[config.mk]
export PLATFORM = sky130hd
export DESIGN_NAME = hazard_monitor
export DESIGN_NICKNAME = d
export VERILOG_FILES = /design/src/rtl/dino_game_pkg.sv /design/src/rtl/bcd_counter4.sv /design/src/rtl/hazard_monitor.sv
export SDC_FILE = /design/constraint.sdc
export NUM_CORES = 1
export LEC_CHECK = 0
export BUFFER_PORTS_ARGS = -buffer_cell sky130_fd_sc_hd__clkbuf_2
export CAP_MARGIN = 20
export CORE_ASPECT_RATIO = 1.2
export CORE_MARGIN = 2
export CORE_UTILIZATION = 60
export DETAILED_ROUTE_END_ITERATION = 8
export HOLD_SLACK_MARGIN = 0.08
export PLACE_DENSITY = 0.83
export SLEW_MARGIN = 40
export SYNTH_ARGS = -nofsm -noshare
export SYNTH_HDL_FRONTEND = slang
export SYNTH_HIERARCHICAL = 1
export SYNTH_SLANG_ARGS = --single-unit
[constraint.sdc]
create_clock -name game_clk -period 4.8 [get_ports game_clk]
set_input_delay 0.96 -clock game_clk [delete_from_list [all_inputs] [get_ports game_clk]]
set_output_delay 0.96 -clock game_clk [all_outputs]
set_load 0.005 [all_outputs]
[src/rtl/dino_game_pkg.sv]
// rtl/dino_game_pkg.sv - shared dino game codes, geometry constants and obstacle helpers
package dino_game_pkg;

  localparam logic [1:0] GS_INIT  = 2'd0;
  localparam logic [1:0] GS_START = 2'd1;
  localparam logic [1:0] GS_END   = 2'd2;
  localparam logic [1:0] GS_RESET = 2'd3;

  localparam logic [2:0] DT_LOW_BIRD  = 3'd0;
  localparam logic [2:0] DT_HIGH_BIRD = 3'd1;
  localparam logic [2:0] DT_SMALL     = 3'd2;
  localparam logic [2:0] DT_MANY      = 3'd3;
  localparam logic [2:0] DT_BIG       = 3'd4;
  localparam logic [2:0] DT_NOTHING   = 3'd5;

  localparam logic DINO_SIT   = 1'b0;
  localparam logic DINO_STAND = 1'b1;

  localparam logic [10:0] WINDOW_WIDTH  = 11'd640;
  localparam logic [10:0] WINDOW_HEIGHT = 11'd480;

  localparam logic [10:0] DINO_X       = 11'd40;
  localparam logic [10:0] DINO_W       = 11'd40;
  localparam logic [10:0] DINO_X_R     = DINO_X + DINO_W - 11'd1;
  localparam logic [10:0] DINO_H_STAND = 11'd43;
  localparam logic [10:0] DINO_H_SIT   = 11'd26;
  localparam logic [10:0] GROUND_Y     = 11'd380;
  localparam logic [10:0] GROUND_LINE  = 11'd423;
  localparam logic [10:0] LOW_BIRD_Y   = 11'd381;
  localparam logic [10:0] HIGH_BIRD_Y  = 11'd350;

  localparam logic [10:0] BIG_W   = 11'd27;
  localparam logic [10:0] BIG_H   = 11'd50;
  localparam logic [10:0] SMALL_W = 11'd19;
  localparam logic [10:0] SMALL_H = 11'd36;
  localparam logic [10:0] MANY_W  = 11'd77;
  localparam logic [10:0] MANY_H  = 11'd49;
  localparam logic [10:0] BIRD_W  = 11'd47;
  localparam logic [10:0] BIRD_H  = 11'd42;

  localparam int SCORE_DIV = 8;
  localparam int TICK_W    = $clog2(SCORE_DIV);

  typedef struct packed {
    logic [9:0] pos;
    logic [2:0] typ;
    logic       en;
  } danger_slot_t;

  // Width 0 marks a type that never collides (NOTHING and unused codes).
  function automatic logic [10:0] danger_w(input logic [2:0] typ);
    case (typ)
      DT_LOW_BIRD, DT_HIGH_BIRD: return BIRD_W;
      DT_SMALL:                  return SMALL_W;
      DT_MANY:                   return MANY_W;
      DT_BIG:                    return BIG_W;
      default:                   return 11'd0;
    endcase
  endfunction

  function automatic logic [10:0] danger_h(input logic [2:0] typ);
    case (typ)
      DT_LOW_BIRD, DT_HIGH_BIRD: return BIRD_H;
      DT_SMALL:                  return SMALL_H;
      DT_MANY:                   return MANY_H;
      DT_BIG:                    return BIG_H;
      default:                   return 11'd0;
    endcase
  endfunction

  // Birds fly at fixed heights; cacti stand on the ground line.
  function automatic logic [10:0] danger_top(input logic [2:0] typ);
    case (typ)
      DT_LOW_BIRD:  return LOW_BIRD_Y;
      DT_HIGH_BIRD: return HIGH_BIRD_Y;
      default:      return GROUND_LINE - danger_h(typ);
    endcase
  endfunction

endpackage

[src/rtl/bcd_counter4.sv]
// rtl/bcd_counter4.sv - four-digit packed BCD counter saturating at 9999
module bcd_counter4 (
  input  logic        clk,
  input  logic        rst,
  input  logic        clr,
  input  logic        inc,
  output logic [15:0] q
);

  logic [15:0] q_q, q_d;
  logic        carry;

  // Ripple a +1 through the digits; a full 9999 holds instead of wrapping.
  always_comb begin
    q_d   = q_q;
    carry = 1'b1;
    if (clr) begin
      q_d = '0;
    end else if (inc && (q_q != 16'h9999)) begin
      for (int i = 0; i < 4; i++) begin
        if (carry) begin
          if (q_q[4*i +: 4] == 4'd9) begin
            q_d[4*i +: 4] = 4'd0;
          end else begin
            q_d[4*i +: 4] = q_q[4*i +: 4] + 4'd1;
            carry         = 1'b0;
          end
        end
      end
    end
  end

  // Counter register.
  always_ff @(posedge clk or posedge rst) begin
    if (rst) q_q <= '0;
    else     q_q <= q_d;
  end

  assign q = q_q;

endmodule

[src/rtl/hazard_monitor.sv]
// rtl/hazard_monitor.sv - scanned dino/obstacle collision check plus run and high score
module hazard_monitor
  import dino_game_pkg::*;
(
  input  logic        game_clk,
  input  logic        rst,
  input  logic [1:0]  game_state,
  input  logic [9:0]  dino_pos,
  input  logic        dino_behavior,
  input  logic [9:0]  danger_pos1,
  input  logic [9:0]  danger_pos2,
  input  logic [9:0]  danger_pos3,
  input  logic [2:0]  danger_type1,
  input  logic [2:0]  danger_type2,
  input  logic [2:0]  danger_type3,
  input  logic        danger_en1,
  input  logic        danger_en2,
  input  logic        danger_en3,
  output logic        isColision,
  output logic [15:0] score_bcd,
  output logic [15:0] hi_score_bcd,
  output logic        scan_busy
);

  localparam logic [2:0] S_IDLE = 3'd0;
  localparam logic [2:0] S_CHK1 = 3'd1;
  localparam logic [2:0] S_CHK2 = 3'd2;
  localparam logic [2:0] S_CHK3 = 3'd3;
  localparam logic [2:0] S_EVAL = 3'd4;

  localparam logic [TICK_W-1:0] TICK_MAX = TICK_W'(SCORE_DIV - 1);

  logic [2:0]        state_q, state_d;
  logic              latch;
  logic [9:0]        dpos_q;
  logic              dbeh_q;
  danger_slot_t      slot1_q, slot2_q, slot3_q, cur_slot;
  logic              hit_acc_q, cur_hit;
  logic              col_q;
  logic [TICK_W-1:0] tick_q;
  logic              scoring, score_inc, game_reset;
  logic [15:0]       score;
  logic [15:0]       hi_q;

  // Closed-interval box test of the dino against one snapshotted slot.
  function automatic logic slot_overlap(input logic [9:0] dpos, input logic dbeh,
                                        input danger_slot_t s);
    logic [10:0] w, h, pos, ox0, ox1, oy0, oy1, dy0, dy1;
    w   = danger_w(s.typ);
    h   = danger_h(s.typ);
    pos = {1'b0, s.pos};
    dy1 = {1'b0, dpos} + DINO_H_STAND - 11'd1;
    dy0 = (dbeh == DINO_STAND) ? {1'b0, dpos}
                               : {1'b0, dpos} + DINO_H_STAND - DINO_H_SIT;
    ox0 = (pos >= w) ? pos - w : 11'd0;
    ox1 = pos - 11'd1;
    oy0 = danger_top(s.typ);
    oy1 = oy0 + h - 11'd1;
    return s.en && (w != 11'd0) && (pos != 11'd0) &&
           (ox0 <= DINO_X_R) && (DINO_X <= ox1) &&
           (oy0 <= dy1) && (dy0 <= oy1);
  endfunction

  assign game_reset = (game_state == GS_RESET);

  // Scan sequencing; RESET aborts any scan, END/INIT only stop new scans from starting.
  always_comb begin
    state_d = state_q;
    latch   = 1'b0;
    case (state_q)
      S_IDLE: if (game_state == GS_START) begin
        latch   = 1'b1;
        state_d = S_CHK1;
      end
      S_CHK1:  state_d = S_CHK2;
      S_CHK2:  state_d = S_CHK3;
      S_CHK3:  state_d = S_EVAL;
      S_EVAL:  state_d = S_IDLE;
      default: state_d = S_IDLE;
    endcase
    if (game_reset) begin
      state_d = S_IDLE;
      latch   = 1'b0;
    end
  end

  // Select the slot checked in the current CHK state.
  always_comb begin
    case (state_q)
      S_CHK1:  cur_slot = slot1_q;
      S_CHK2:  cur_slot = slot2_q;
      S_CHK3:  cur_slot = slot3_q;
      default: cur_slot = '0;
    endcase
    cur_hit = slot_overlap(dpos_q, dbeh_q, cur_slot);
  end

  // FSM state, input snapshot and hit accumulation.
  always_ff @(posedge game_clk or posedge rst) begin
    if (rst) begin
      state_q   <= S_IDLE;
      dpos_q    <= '0;
      dbeh_q    <= 1'b0;
      slot1_q   <= '0;
      slot2_q   <= '0;
      slot3_q   <= '0;
      hit_acc_q <= 1'b0;
    end else begin
      state_q <= state_d;
      if (latch) begin
        dpos_q    <= dino_pos;
        dbeh_q    <= dino_behavior;
        slot1_q   <= '{pos: danger_pos1, typ: danger_type1, en: danger_en1};
        slot2_q   <= '{pos: danger_pos2, typ: danger_type2, en: danger_en2};
        slot3_q   <= '{pos: danger_pos3, typ: danger_type3, en: danger_en3};
        hit_acc_q <= 1'b0;
      end else if (state_q == S_CHK1 || state_q == S_CHK2 || state_q == S_CHK3) begin
        hit_acc_q <= hit_acc_q | cur_hit;
      end
    end
  end

  // Sticky collision flag; a RESET cycle beats a coincident EVAL hit.
  always_ff @(posedge game_clk or posedge rst) begin
    if (rst)                                 col_q <= 1'b0;
    else if (game_reset)                     col_q <= 1'b0;
    else if (state_q == S_EVAL && hit_acc_q) col_q <= 1'b1;
  end

  assign scoring   = (game_state == GS_START) && !col_q;
  assign score_inc = scoring && (tick_q == TICK_MAX);

  // Score prescaler: one point every SCORE_DIV live START ticks.
  always_ff @(posedge game_clk or posedge rst) begin
    if (rst)             tick_q <= '0;
    else if (game_reset) tick_q <= '0;
    else if (scoring)    tick_q <= score_inc ? '0 : tick_q + 1'b1;
  end

  bcd_counter4 u_score (
    .clk (game_clk),
    .rst (rst),
    .clr (game_reset),
    .inc (score_inc),
    .q   (score)
  );

  // High score captures the run score during END; survives game RESET.
  always_ff @(posedge game_clk or posedge rst) begin
    if (rst)                                   hi_q <= '0;
    else if (game_state == GS_END && score > hi_q) hi_q <= score;
  end

  assign isColision   = col_q;
  assign score_bcd    = score;
  assign hi_score_bcd = hi_q;
  assign scan_busy    = (state_q != S_IDLE);

endmodule

==> impl_metrics.csv <==
group,metric,value,unit
cells_and_area,area_delta_synth_final,11.31,%
cts,clk_latency,0.34,ns
grt,overflow,0,
pwr,power.density,654.1,nW/um^2
drt,ant_nets,0,
setup_path,crit_path_max_fanout,16,
die,row_count,43,
setup_path,cpPeakStageDelay,0.71,ns
placed_design,place_area,7747,um^2
setup_path,start_kind,"flip-flop",
cells_and_area,finalNetCount,965,
placed_design,hpwl,13650,um
die,start_util,62.04,%
logic_synthesis,yosys_register_bits,93,
pwr,p_int,2.914,mW
logic_synthesis,synthXorXnorAreaFrac,3.731,%
cts,cts_setup_buffers,0,
cells_and_area,layout_commonest_cell,"dfrtp_1",
sta,hold_viol_final,0,
cts,cts_resized,0,
sta,max_freq,235.4,MHz
drt,remaining_drc_errors,0,
cts,path_clk_slew,0.06,ns
setup_path,worst_ep_arrival_time,4.45,ns
die,die_area,12970,um^2
setup_path,cpMaxStageDelayCell,"dfrtp_1",
pwr,power.share.clock,14.4,%
setup_path,r2r-start,"state_q[0]",
setup_path,worstPathRequired,5.00,ns
setup_path,startpoint,"state_q[0]",
logic_synthesis,synth-main-ff-cell,"dfrtp_1",
logic_synthesis,synthCells,776,
drt,avgViaCountPerCell,6.423,
logic_synthesis,synth_edf_count,0,
grt,grt_pass1_wl,31300,um
sta,worst_slew_pin_slew,0.7817,ns
placed_design,port_buffers,90,
grt,grt_max_degree,49,
drt,drtPass1Iterations,6,
sta,finalSetupViolCount,0,
cts,cts_tree,"built",
pwr,p_sw_share,44.74,%
sta,worst_slew_margin_rel,47.72,%
die,die_h,124.4,um
drt,wl_per_cell,18.54,um
min_path,whs_path_depth,1,
logic_synthesis,synth_top_family_by_area,"compound AO/OA/AOI/OAI gates",
pwr,power_frac_comb,60.5,%
setup_path,crit_path_end_kind,"flip-flop",
drt,vias,6455,
cts,cts-buffers-inserted,9,
cells_and_area,multi_input_area,4491,um^2
cells_and_area,drive_gt1_share,23.82,%
logic_synthesis,syn_area_per_cell,9.334,um^2
min_path,min_to,"slot3_q[2]",
sta,finalCritPeriodShare,88.51,%
logic_synthesis,synth_adder_area_share,11.23,%
logic_synthesis,synth_cell_type_count,91,
grt,antenna_found_initial,0,
cells_and_area,antenna_cells,0,
pwr,p_seq_share,25.1,%
die,core,11670,um^2
pwr,p_leak,3.831,nW
logic_synthesis,async_reset_ff_share,100.0,%
sta,rsz0062_at_grt,"false",
run_status,status,"completed",
logic_synthesis,yosysSeqAreaShare,32.13,%
setup_path,ff2ff_setup_slack,0.55,ns
grt,grt_usage,29.45,%
pwr,irDropWorstVdd,0.0002563,V
sta,fin_worst_skew,0.01009,ns
cells_and_area,final_util,69.06,%
placed_design,routabilityCongestion,0.9784,
cts,htree_levels,3,
die,pin_count,91,
logic_synthesis,synth_simple_gate_area_share,17.31,%
logic_synthesis,synth_area,7243,um^2
setup_path,worstPathCellList,"mux2i_1, a211oi_1, or2_2, inv_1, ha_1, inv_1, ha_1, fa_1, inv_1, ha_1, a21oi_1, o21ai_0, nor4_1, o41ai_1, a311oi_1",
cts,cts-root-buf,"clkbuf_16",
cts,clock_path_buffers,2,
cells_and_area,final_area,8063,um^2
setup_path,r2r-end,"hit_acc_q",
die,chipWidth,104.3,um
sta,finalCriticalPeriod,4.248,ns
logic_synthesis,synth_mux_area_share,11.23,%
sta,fin_tns_setup,0,ns
cts,cts_sinks,93,
logic_synthesis,yosys_warnings,6,
job,maxCapViolCount,0,
cts,ctsHoldBuffers,0,
logic_synthesis,synth_compound_area_share,18.12,%
placed_design,pre_cts_ws,0.6145,ns
min_path,hp-start,"slot3_q[2]",
pwr,p_switching,2.359,mW
setup_path,crit_type,"reg -> reg",
sta,maxSlewViolCount,0,
min_path,min_path_type,"reg -> reg",
cells_and_area,layout_common_cells,"93 x dfrtp_1, 90 x clkbuf_2, 60 x ha_1",
cells_and_area,num-fill-cells,894,
grt,grt_pass1_vias,6535,
sta,setup_ws,0.5516,ns
cells_and_area,seq_area,2327,um^2
drt,wirelength,18630,um
drt,drt-initial-drc-count,364,
setup_path,reg2reg_depth,15,
## state kept, by name (all words and copies together), names as in the netlist
signal,flops
slot2_q,14
slot1_q,14
dpos_q,10
u_score/q,16
hi_score_bcd,16
slot3_q,14
tick_q,3
hit_acc_q,1
isColision,1
state_q,3
dbeh_q,1
## Yosys cell counts, drive strengths merged, types with 6 or more instances
cell type | count | area (um^2)
inv | 59 | 221.5
nor3 | 16 | 80.08
clkbuf | 24 | 95.09
nand2 | 49 | 183.9
nor4 | 11 | 75.07
a211oi | 11 | 92.58
nor2 | 57 | 224.0
a21o | 11 | 83.83
nand2b | 11 | 68.82
or3 | 7 | 45.05
mux2 | 58 | 653.1
buf | 17 | 125.1
o21ai | 20 | 103.9
a31oi | 7 | 43.79
dfrtp | 93 | 2327
a311o | 16 | 160.2
a211o | 8 | 70.07
and2 | 6 | 37.54
o311ai | 16 | 140.1
xnor2 | 20 | 182.7
ha | 61 | 763.2
xor2 | 10 | 87.58
a21oi | 40 | 211.5
mux2i | 16 | 160.2
nand3 | 41 | 205.2
o211ai | 7 | 57.55
## cell families after synthesis
family / after synthesis
and+or+nand+nor: 236
buffers and inverters: 101
other: 2
AOI/OAI and AO/OA: 176
xor gates and xnor gates: 30
DFF: 93
adders and majority gates: 64
muxes: 74
## power groups by stage
stage                     combinational [mW]  clock [mW]  sequential [mW]
final                                   3.19       0.759             1.32
after global routing                    3.55       0.805             1.36
after CTS                               3.15       0.773             1.31
after detailed placement                3.09           0             1.32
after global placement                  2.93           0             1.31
after floorplan                         2.62           0             1.14
## worst max-delay path by stage
stage | end | slack [ns] | depth (start not counted)
after floorplan | hit_acc_q | 1.22 | 18
after global placement | hit_acc_q | 0.84 | 18
after detailed placement | hit_acc_q | 0.61 | 18
after CTS | hit_acc_q | 0.62 | 18
after global routing | hit_acc_q | 0.26 | 15
final | hit_acc_q | 0.55 | 15
## stage by stage
step / hold slack (ns) / std cells / power, mW
floorplan: 0.4737 / 777 / 3.764
global placement: 0.4706 / 991 / 4.241
detailed placement: 0.4922 / 991 / 4.410
CTS: 0.5098 / 1005 / 5.239
global route: 0.5128 / 1005 / 5.711
finish: 0.5079 / 1005 / 5.274
## layer usage
metal,global-route usage [%],vias to the layer above,part of all wire (%)
met5,0,-,0
met4,14.31,0,4.2
met3,5.338,63,5.6
met2,52.44,261,52
met1,33.75,3157,38
li1,-,2974,-
## area by class of cell
type / instances / area share, %
multi-input combinational: 583 / 55.70
sequential: 93 / 28.86
clock buffer: 9 / 2.793
clock inverter: 5 / 1.071
tap: 157 / 2.436
inverter: 60 / 2.809
timing repair buffer: 98 / 6.331
## critical path, delay by kind of cell, from the launching register on
kind / cells / cell delay, ns
and+or+nand+nor: 2 / 0.34
AOI/OAI and AO/OA: 5 / 1.49
buffers and inverters: 3 / 0.13
muxes: 1 / 0.21
DFF: 1 / 0.71
adders and majority gates: 4 / 1.24
(Power assumes the default switching activity.)
